$ cat src/rtl/seg_pkg.sv
// Shared constants and types for the seven-segment scan controller.
package seg_pkg;

    localparam int NUM_DIGITS = 8;
    localparam int PWM_PHASES = 16;

    localparam logic [6:0] SEG_BLANK = 7'h7F;
    localparam logic [7:0] ANODE_OFF = 8'hFF;

    // One register-file entry: decimal point plus hex value.
    typedef struct packed {
        logic       dp;
        logic [3:0] value;
    } digit_t;

endpackage

$ cat src/rtl/seg_decode.sv
// Hex to seven-segment decoder, active-low segments ordered {g,f,e,d,c,b,a}.
module seg_decode (
    input  logic [3:0] value,
    output logic [6:0] seg
);

    // Pure lookup; every value has a defined glyph.
    always_comb begin
        seg = 7'b1111111;
        case (value)
            4'h0: seg = 7'b1000000;
            4'h1: seg = 7'b1111001;
            4'h2: seg = 7'b0100100;
            4'h3: seg = 7'b0110000;
            4'h4: seg = 7'b0011001;
            4'h5: seg = 7'b0010010;
            4'h6: seg = 7'b0000010;
            4'h7: seg = 7'b1111000;
            4'h8: seg = 7'b0000000;
            4'h9: seg = 7'b0011000;
            4'hA: seg = 7'b0001000;
            4'hB: seg = 7'b0000011;
            4'hC: seg = 7'b1000110;
            4'hD: seg = 7'b0100001;
            4'hE: seg = 7'b0000110;
            4'hF: seg = 7'b0001110;
            default: seg = 7'b1111111;
        endcase
    end

endmodule

$ cat src/rtl/seg_scan_ctrl.sv
// Scan scheduler for the 8-digit multiplexed display: refresh prescaler,
// enabled-digit slot sequence, double-buffered digit file and PWM dimming.
module seg_scan_ctrl
    import seg_pkg::*;
#(
    parameter int CLK_DIV = 200000,
    parameter int DIV_W   = 18
) (
    input  logic       CLK100MHZ,
    input  logic       reset,
    input  logic       wr_valid,
    output logic       wr_ready,
    input  logic [2:0] wr_addr,
    input  logic [3:0] wr_data,
    input  logic       wr_dp,
    input  logic [7:0] en_mask,
    input  logic [3:0] brightness,
    input  logic       freeze,
    output logic [7:0] Anode_Activate,
    output logic [6:0] LED_out,
    output logic       DP_out,
    output logic [2:0] slot,
    output logic       frame_done
);

    localparam int SUB_LEN = CLK_DIV / PWM_PHASES;
    localparam logic [DIV_W-1:0] SUB_MAX = DIV_W'(SUB_LEN - 1);

    logic [DIV_W-1:0] sub_cnt;
    logic [3:0]       phase;
    logic [2:0]       slot_q;
    logic             rdy_q;
    digit_t           shadow  [NUM_DIGITS];
    digit_t           display [NUM_DIGITS];

    logic       tick;
    logic       advance;
    logic       wrap;
    logic       rdy_now;
    logic       wr_fire;
    logic [2:0] next_slot;
    logic [6:0] seg_dec;

    logic [7:0] anode_p1;
    logic [6:0] led_p1;
    logic       dp_p1;

    // First enabled digit after cur, searched cur+1 .. cur+8 modulo 8.
    function automatic logic [2:0] find_next(input logic [2:0] cur, input logic [7:0] mask);
        logic [2:0] idx;
        logic [2:0] res;
        logic       found;
        res   = cur;
        found = 1'b0;
        for (int k = 1; k <= NUM_DIGITS; k++) begin
            idx = cur + 3'(k);
            if (!found && mask[idx]) begin
                res   = idx;
                found = 1'b1;
            end
        end
        return res;
    endfunction

    // Slot-advance decision; a wrap also closes the write port for one cycle.
    always_comb begin
        next_slot = find_next(slot_q, en_mask);
        tick      = (sub_cnt == SUB_MAX) && (phase == 4'hF);
        advance   = tick && (en_mask != 8'h00) && !freeze;
        wrap      = advance && (next_slot <= slot_q);
        rdy_now   = rdy_q && !wrap;
        wr_fire   = wr_valid && rdy_now;
    end

    // Prescaler: sub counts one PWM phase, phase counts sixteen per slot.
    always_ff @(posedge CLK100MHZ or posedge reset) begin
        if (reset) begin
            sub_cnt <= '0;
            phase   <= '0;
        end else if (sub_cnt == SUB_MAX) begin
            sub_cnt <= '0;
            phase   <= phase + 4'd1;
        end else begin
            sub_cnt <= sub_cnt + 1'b1;
        end
    end

    // Slot register and the write-port enable that comes up after reset.
    always_ff @(posedge CLK100MHZ or posedge reset) begin
        if (reset) begin
            slot_q <= '0;
            rdy_q  <= 1'b0;
        end else begin
            rdy_q <= 1'b1;
            if (advance) slot_q <= next_slot;
        end
    end

    // Shadow bank takes host writes at any time the port is open.
    always_ff @(posedge CLK100MHZ or posedge reset) begin
        if (reset) begin
            for (int i = 0; i < NUM_DIGITS; i++) shadow[i] <= '0;
        end else if (wr_fire) begin
            shadow[wr_addr] <= {wr_dp, wr_data};
        end
    end

    // Display bank only changes at a frame wrap so a frame never tears.
    always_ff @(posedge CLK100MHZ or posedge reset) begin
        if (reset) begin
            for (int i = 0; i < NUM_DIGITS; i++) display[i] <= '0;
        end else if (wrap) begin
            display <= shadow;
        end
    end

    seg_decode u_decode (
        .value (display[slot_q].value),
        .seg   (seg_dec)
    );

    // Output stage p1: anode and cathode register on the same edge.
    always_ff @(posedge CLK100MHZ or posedge reset) begin
        if (reset) begin
            anode_p1 <= ANODE_OFF;
            led_p1   <= SEG_BLANK;
            dp_p1    <= 1'b1;
        end else begin
            anode_p1 <= (en_mask[slot_q] && (phase <= brightness)) ? ~(8'b1 << slot_q) : ANODE_OFF;
            led_p1   <= seg_dec;
            dp_p1    <= ~display[slot_q].dp;
        end
    end

    assign Anode_Activate = anode_p1;
    assign LED_out        = led_p1;
    assign DP_out         = dp_p1;
    assign slot           = slot_q;
    assign frame_done     = wrap;
    assign wr_ready       = rdy_now;

endmodule

$ cat config.mk
export PLATFORM = sky130hd
export DESIGN_NAME = seg_scan_ctrl
export DESIGN_NICKNAME = d
export VERILOG_FILES = /design/src/rtl/seg_pkg.sv /design/src/rtl/seg_decode.sv /design/src/rtl/seg_scan_ctrl.sv
export SDC_FILE = /design/constraint.sdc
export NUM_CORES = 1
export LEC_CHECK = 0
export ABC_CLOCK_PERIOD_IN_PS = 5200
export CAP_MARGIN = 20
export CORE_AREA = 3 3 161 85
export CTS_BUF_LIST = sky130_fd_sc_hd__clkbuf_4 sky130_fd_sc_hd__clkbuf_8
export DETAILED_ROUTE_END_ITERATION = 16
export DIE_AREA = 0 0 164 88
export PLACE_DENSITY = 0.75
export SLEW_MARGIN = 10
export SYNTH_ARGS = -nofsm -noshare
export SYNTH_HDL_FRONTEND = slang
export SYNTH_HIERARCHICAL = 1
export SYNTH_SLANG_ARGS = --single-unit
$ cat constraint.sdc
create_clock -name CLK100MHZ -period 5.2 [get_ports CLK100MHZ]
set_input_delay 0.52 -clock CLK100MHZ [delete_from_list [all_inputs] [get_ports CLK100MHZ]]
set_output_delay 0.52 -clock CLK100MHZ [all_outputs]
set_load 0.005 [all_outputs]
# Yosys cells after proc, flatten, opt, wreduce, memory -nomap -nowiden
# Memory sizes are Yosys's and may differ from the RTL's. A register that Yosys moved wholly into a read port is not among the register bits.
# Cells that the tools add are included.
# op_classes
n_addsub,9
order_cmp,13
n_eq_ne,2
shifts,1
muxes,39
bitwise,4
reduce_logical,25
# op_table
cell,count
$bwmux 40,1
$lt 3x4->1 const B,8
$bmux 1 s3,8
$mux 3,8
$add 18x1->18 const B,1
$eq 18x14->1 const B,1
$mux 18,1
$bmux 5 s3,1
$demux 5 s3,1
$logic_and 1x1->1,15
$mux 1,15
$mux 5,3
$add 3x3->3 const B,4
$logic_not 1->1,9
$ge 4x4->1 const B,2
$mux 8,1
$not 3->4,2
$not 8->8,1
$reduce_bool 8->1,1
$shl 1x3->8 const A,1
$add 3x2->3 const B,2
$add 4x1->4 const B,1
$eq 4x4->1 const B,1
$le 4x4->1,1
other kinds (4),4
# word_totals
register_bits,115
rom_bits,112
input_bits,24
elab_cells,132
n_memories,1
# memory_table
name,words,word_bits,read_ports,rd_clocked_by_memory_dff,wr,line,rtl
(name not given),16,7,1,1,0,seg_decode.sv:10,case (value)

# Logic depth before layout (Yosys ltp)
# depth
word_depth,30
mapped_depth,23
ltp_nobuf,17

# By module
# Netlist, hierarchy kept.
# by_module_without_submodules
mod,n_inst,cells_per_inst,area_per_inst_um2,seq_area_each_um2
seg_scan_ctrl,1,475,6132.1,3072.9
seg_decode,1,34,255.2,0.0

# Least setup slack after synthesis
# OpenSTA, ideal clock, no wires.
# synth_timing
kind,register -> register
start,reg slot_q[1] (netlist: slot[1])
end,reg shadow[15] (netlist bit)
arrival_time_ns,5.453
t_required_ns,5.075
path_slack_ns,-0.378
path_stages_with_launch,24
n_path_buf,6
synth_period_minus_slack_ns,5.578
cell_sequence,dfrtp_1 buf_2 buf_1 buf_1 inv_1 ha_1 buf_1 mux4_2 mux2i_2 nand4_1 a2111oi_0 a311oi_1 a21oi_1 nor2_1 ha_1 nor2b_1 o21ai_0 a32oi_1 and4b_1 buf_4 nor3_1 and3b_1 buf_2 mux2_4
# synth_via
elab_chain_cells,30
# synth_lines
item,line,rtl
from (decl),seg_scan_ctrl.sv:31,logic [2:0] slot_q;
from (signal assigned),seg_scan_ctrl.sv:95,if (advance) slot_q <= next_slot;
$add 3x1->3,seg_scan_ctrl.sv:56,idx = cur + 3'(k);
$bmux 1 s3,seg_scan_ctrl.sv:57,if (!found && mask[idx]) begin
$mux 1 (not written as such),seg_scan_ctrl.sv:57,
$mux 1,seg_scan_ctrl.sv:57,
$logic_not 1->1,seg_scan_ctrl.sv:57,
$logic_and 1x1->1,seg_scan_ctrl.sv:57,
$mux 1,seg_scan_ctrl.sv:57,
$logic_not 1->1,seg_scan_ctrl.sv:57,
[... 15 more ...],n/a,
$logic_and 1x1->1,seg_scan_ctrl.sv:57,
$mux 3 *,seg_scan_ctrl.sv:57,
named net next_slot[1],seg_scan_ctrl.sv:41,logic [2:0] next_slot;
$le 3x3->1 *,seg_scan_ctrl.sv:70,wrap = advance && (next_slot <= slot_q);
$logic_and 1x1->1 *,seg_scan_ctrl.sv:70,
$logic_not 1->1 *,seg_scan_ctrl.sv:71,rdy_now = rdy_q && !wrap;
$logic_and 1x1->1 *,seg_scan_ctrl.sv:71,
$logic_and 1x1->1 *,seg_scan_ctrl.sv:72,wr_fire = wr_valid && rdy_now;
"to (signal, indexed assignment)",seg_scan_ctrl.sv:104,"shadow[wr_addr] <= {wr_dp, wr_data};"
to (decl),seg_scan_ctrl.sv:33,digit_t shadow [NUM_DIGITS];
# The timed path passes the listed nets; every way through them passes the cells marked *. The select of a mux whose other input is x is not followed.
# A chain may end at the register's enable or synchronous reset.

# Worst setup path after layout
# layout_timing
start,reg slot_q[1] (netlist: slot[1])
end,out frame_done
# layout_via
elab_chain_cells,27
# layout_lines
item,line,rtl
$add 3x1->3,seg_scan_ctrl.sv:56,
$bmux 1 s3,seg_scan_ctrl.sv:57,
$mux 1 (not written as such),seg_scan_ctrl.sv:57,
$mux 1,seg_scan_ctrl.sv:57,
$logic_not 1->1,seg_scan_ctrl.sv:57,
$logic_and 1x1->1,seg_scan_ctrl.sv:57,
$mux 1,seg_scan_ctrl.sv:57,
$logic_not 1->1,seg_scan_ctrl.sv:57,
[... 12 more ...],n/a,
$logic_and 1x1->1,seg_scan_ctrl.sv:57,
$mux 1,seg_scan_ctrl.sv:57,
$logic_not 1->1,seg_scan_ctrl.sv:57,
$logic_and 1x1->1,seg_scan_ctrl.sv:57,
$mux 3 *,seg_scan_ctrl.sv:57,
named net next_slot[1],seg_scan_ctrl.sv:41,
$le 3x3->1 *,seg_scan_ctrl.sv:70,
$logic_and 1x1->1 *,seg_scan_ctrl.sv:70,
to (decl),seg_scan_ctrl.sv:23,output logic frame_done
# Marked as above.

==> summary.md <==
| Metric | Value |
|---|---|
| Outcome | `complete, no violations` |
| Sw frac | `about 25%` |
| Chip width | `approximately 160 µm` |
| Arrival time worst endpoint | `about 4.5 ns` |
| Fill count | `941` |
| Ys flop type | `dfrtp_1` |
| Clock tree root driver cell | `clkbuf_8` |
| Gate power share | `9.1%` |
| Vias per cell | `5.58` |
| CP required | `4.68 ns` |
| # port buffers | `44` |
| # H-tree levels | `4` |
| Core Region | `12,400 µm²` |
| Post-Syn Nets | `556` |
| Vias in the first global route | `~4,100` |
| Area grow syn2layout | `21.6%` |
| Deepest clock path buffer count | `2` |
| Yosys cell types | `58` |
| CP Launch Type | `flip-flop` |
| Total CTS buffers | `17` |
| Global-route wire length before repair | `21,700 µm` |
| Syn avg cell area | `12.5 µm²` |
| Hold Path Depth | `1` |
| Clk Latency, worst-skew pair | `0.44 ns` |
| Final Cycle Share | `95.6%` |
| Sequential area share after synthesis | `between 40% and 50%` |
| Crit-path max cell delay | `0.52 ns` |
| Initial Util | `51.3%` |
| HP Class | `reg -> reg` |
| Slew at the pin closest to its max-slew limit | `0.523 ns` |
| Sink Count | `roughly 120` |
| Dpl hpwl | `9060 µm` |
| Pleak | `3.43 nW` |
| Gpl congestion | `a little over 0.9` |
| Largest vdd supply drop | `0.000126 V` |
| Maximum number of pins on one net before global-route repair | `85` |
| Post-route ant nets | `0` |
| Crit-path cells | `buf_6 > ha_2 > ha_1 > inv_1 > mux2i_2 > nand4_1 > buf_6 > nor2_1 > nand4_1 > nor2_1 > nor2_1 > ha_1 > nor2b_1 > o21ai_0 > a32oi_1 > buf_4 > nor2b_1 > clkdlybuf4s50_1` |
| Number of max-cap violations | `0` |
| Most common cell on crit path | `nor2_1` |
| Psw | `approximately 540 µW` |
| Yosys warning total | `6` |
| Leading area contributor after synthesis | `dfrtp_1` |
| Setup TNS | `0 ns` |
| Clock share of power | `42.0%` |
| I/O pins | `45` |
| Synth top area cells | `dfrtp_1, mux2_2, mux4_2` |
| Worst Reg-to-Reg Cells | `20` |
| Achievable Freq | `0.201 GHz` |
| Multi-input logic area | `3240 µm²` |
| Residual overflow from global routing | `0` |
| Max-slew headroom | `between 60 and 70%` |
| Min Tclk post-route | `about 5.0 ns` |
| Avg WL per Cell | `17.3 µm` |
| Ant diodes | `0` |
| Slowest-stage cell, CP | `clkdlybuf4s50_1` |
| Final WL | `13,300 µm` |
| Flops & latches, synth | `122` |
| Clk_skew | `0.0152 ns` |
| Critical Path Sink Type | `primary output` |
| DRC viols | `0` |
| Rows | `29` |
| Antenna violations before repair | `0` |
| DIE AREA | `14,400 µm²` |
| Total Nets Final | `approximately 630` |
| Crit Path Category | `reg -> out` |
| Vias | `between 4,000 and 5,000` |
| Die H | `about 88 µm` |
| # setup viols final | `0` |
| Sequential power share | `48.9%` |
| DR pass1 iterations | `5` |
| Internal | `1.63 mW` |
| CTS tree | `yes` |
| Max FO, Critical Path | `26` |
| Final Hold Viols | `0` |
| Layout cells sized above 1 | `34.6%` |
| GRT Total Usage | `19.6%` |
| First-iteration detailed-routing DRC count | `194` |
| Final Max Tran Viols | `0` |
| Clk pin slew, worst setup/hold paths | `approximately 0.080 ns` |
| Area share of the largest cell type after synthesis | `41.5%` |
| Synthesized instance count | `509` |
| Number of flops mapped to enable cells by yosys | `0` |
| Synth Cell Area | `6390 µm²` |
| Cell Pwr Density | `279 nW/µm²` |
| Post-synth ARST share | `100%` |
| Post-Route Utilization | `62.4%` |
| FF/Latch Area | `3070 µm²` |
## metal layers
layer / share of wire, % / track usage, %
met5: 0 / 0
met4: 0.82 / 6.75
met3: 4.4 / 3.87
met2: 46 / 30.1
met1: 48 / 28.1
## worst paths after layout
path,start,endpoint,slack (ns)
worst max-delay path,slot[1],frame_done,0.23
worst min-delay path,sub_cnt[17],sub_cnt[17],0.48
worst max register to register,slot[1],shadow[36],0.35
worst min register to register,sub_cnt[17],sub_cnt[17],0.48
max in group asynchronous,reset,shadow[31],3.55
min in group asynchronous,reset,shadow[20],0.49
## power by group through the flow
| stage | logic, mW | clock network (mW) | registers [mW] |
|---|---|---|---|
| 2_1_floorplan | 0.130 | 0 | 1.06 |
| 3_5_place_dp | 0.185 | 0 | 1.08 |
| 3_3_place_gp | 0.180 | 0 | 1.07 |
| 6_report | 0.197 | 0.910 | 1.06 |
| 4_1_cts | 0.187 | 0.931 | 1.06 |
| 5_1_grt | 0.216 | 0.978 | 1.07 |
## cells in the mapped netlist (2+ instances only)
library cell,count
a211o_1,2
a211oi_1,3
a21oi_1,10
a22o_1,3
a31oi_1,3
a41oi_1,2
and2_1,2
and3_1,7
and3b_1,2
buf_1,5
buf_2,8
buf_4,2
buf_6,3
clkbuf_1,5
dfrtp_1,106
dfstp_2,16
ha_1,23
inv_1,15
mux2_2,68
mux2_4,15
mux2i_1,17
mux4_2,21
nand2_1,45
nand2b_1,6
nand3_1,15
nand4_1,7
nand4b_1,2
nor2_1,27
nor2b_1,6
nor3_1,4
nor4_1,3
nor4b_1,2
o21ai_0,7
o221ai_1,2
xnor2_1,17
xor2_1,6
## state kept, by name, summed over array words and instances (netlist names)
signal,flops
rdy_q,1
Anode_Activate,8
slot,3
sub_cnt,18
display,40
phase,4
shadow,40
DP_out,1
LED_out,7
## metrics by stage
stage / cells / hold slack (ns) / setup slack, ns / instance area, µm² / power, mW
after CTS: 754 / 0.479 / 0.00103 / 7530 / 2.18
after detailed placement: 722 / 0.466 / 0.0772 / 7080 / 1.26
after global routing: 769 / 0.504 / -0.0595 / 7760 / 2.26
after floorplan: 509 / 0.446 / 0.0620 / 6390 / 1.19
after global placement: 722 / 0.466 / 0.289 / 7080 / 1.25
final: 769 / 0.479 / 0.229 / 7760 / 2.17
## cell families (layout without fill, tap and decap cells)
logic type	after synthesis	count (layout)	share of synthesized area [%]
AOI/OAI and AO/OA	44	44	4.70
adders and majority gates	23	23	4.51
DFF	122	122	48.1
muxes	122	122	25.8
buffers and inverters	38	128	2.86
xor gates and xnor gates	23	23	3.15
and+or+nand+nor	136	136	10.8
other	1	1	0.0587
## worst max-delay path: cells and delay by family, from the launching register on
kind | cells | cell delay [ns]
AND/OR/NAND/NOR | 7 | 1.03
adder cells (fa/ha/maj) | 3 | 0.82
buffers and inverters | 5 | 1.26
AO/OA/AOI/OAI | 2 | 0.25
multiplexers | 1 | 0.29
flip-flops | 1 | 0.37
## cell type report
cell class	instances	area share, %
Tap cell	170	2.74
Inverter	15	0.806
Clock buffer	18	3.11
Multi-Input combinational cell	349	41.7
Clock inverter	14	2.42
Timing Repair Buffer	81	9.64
Sequential cell	122	39.6
## placed cells by master (no fill, tap or decap), types with 13 or more instances in the layout
master,count
mux2_4,15
inv_1,13
dfrtp_1,106
mux2_2,68
dfstp_2,16
ha_1,20
nor2_1,27
nand3_1,15
buf_4,32
clkdlybuf4s50_1,43
mux2i_1,15
xnor2_1,17
mux4_2,21
clkbuf_8,17
nand2_1,45
## timing repair
action | CTS | global route
hold buffers | 0 | 0
endpoints found under the setup margin | 1 | 1
pin swaps | 1 | 7
buffers inserted | 0 | 14
gates resized for setup | 6 | 18
Power figures use the tool's default switching activity.
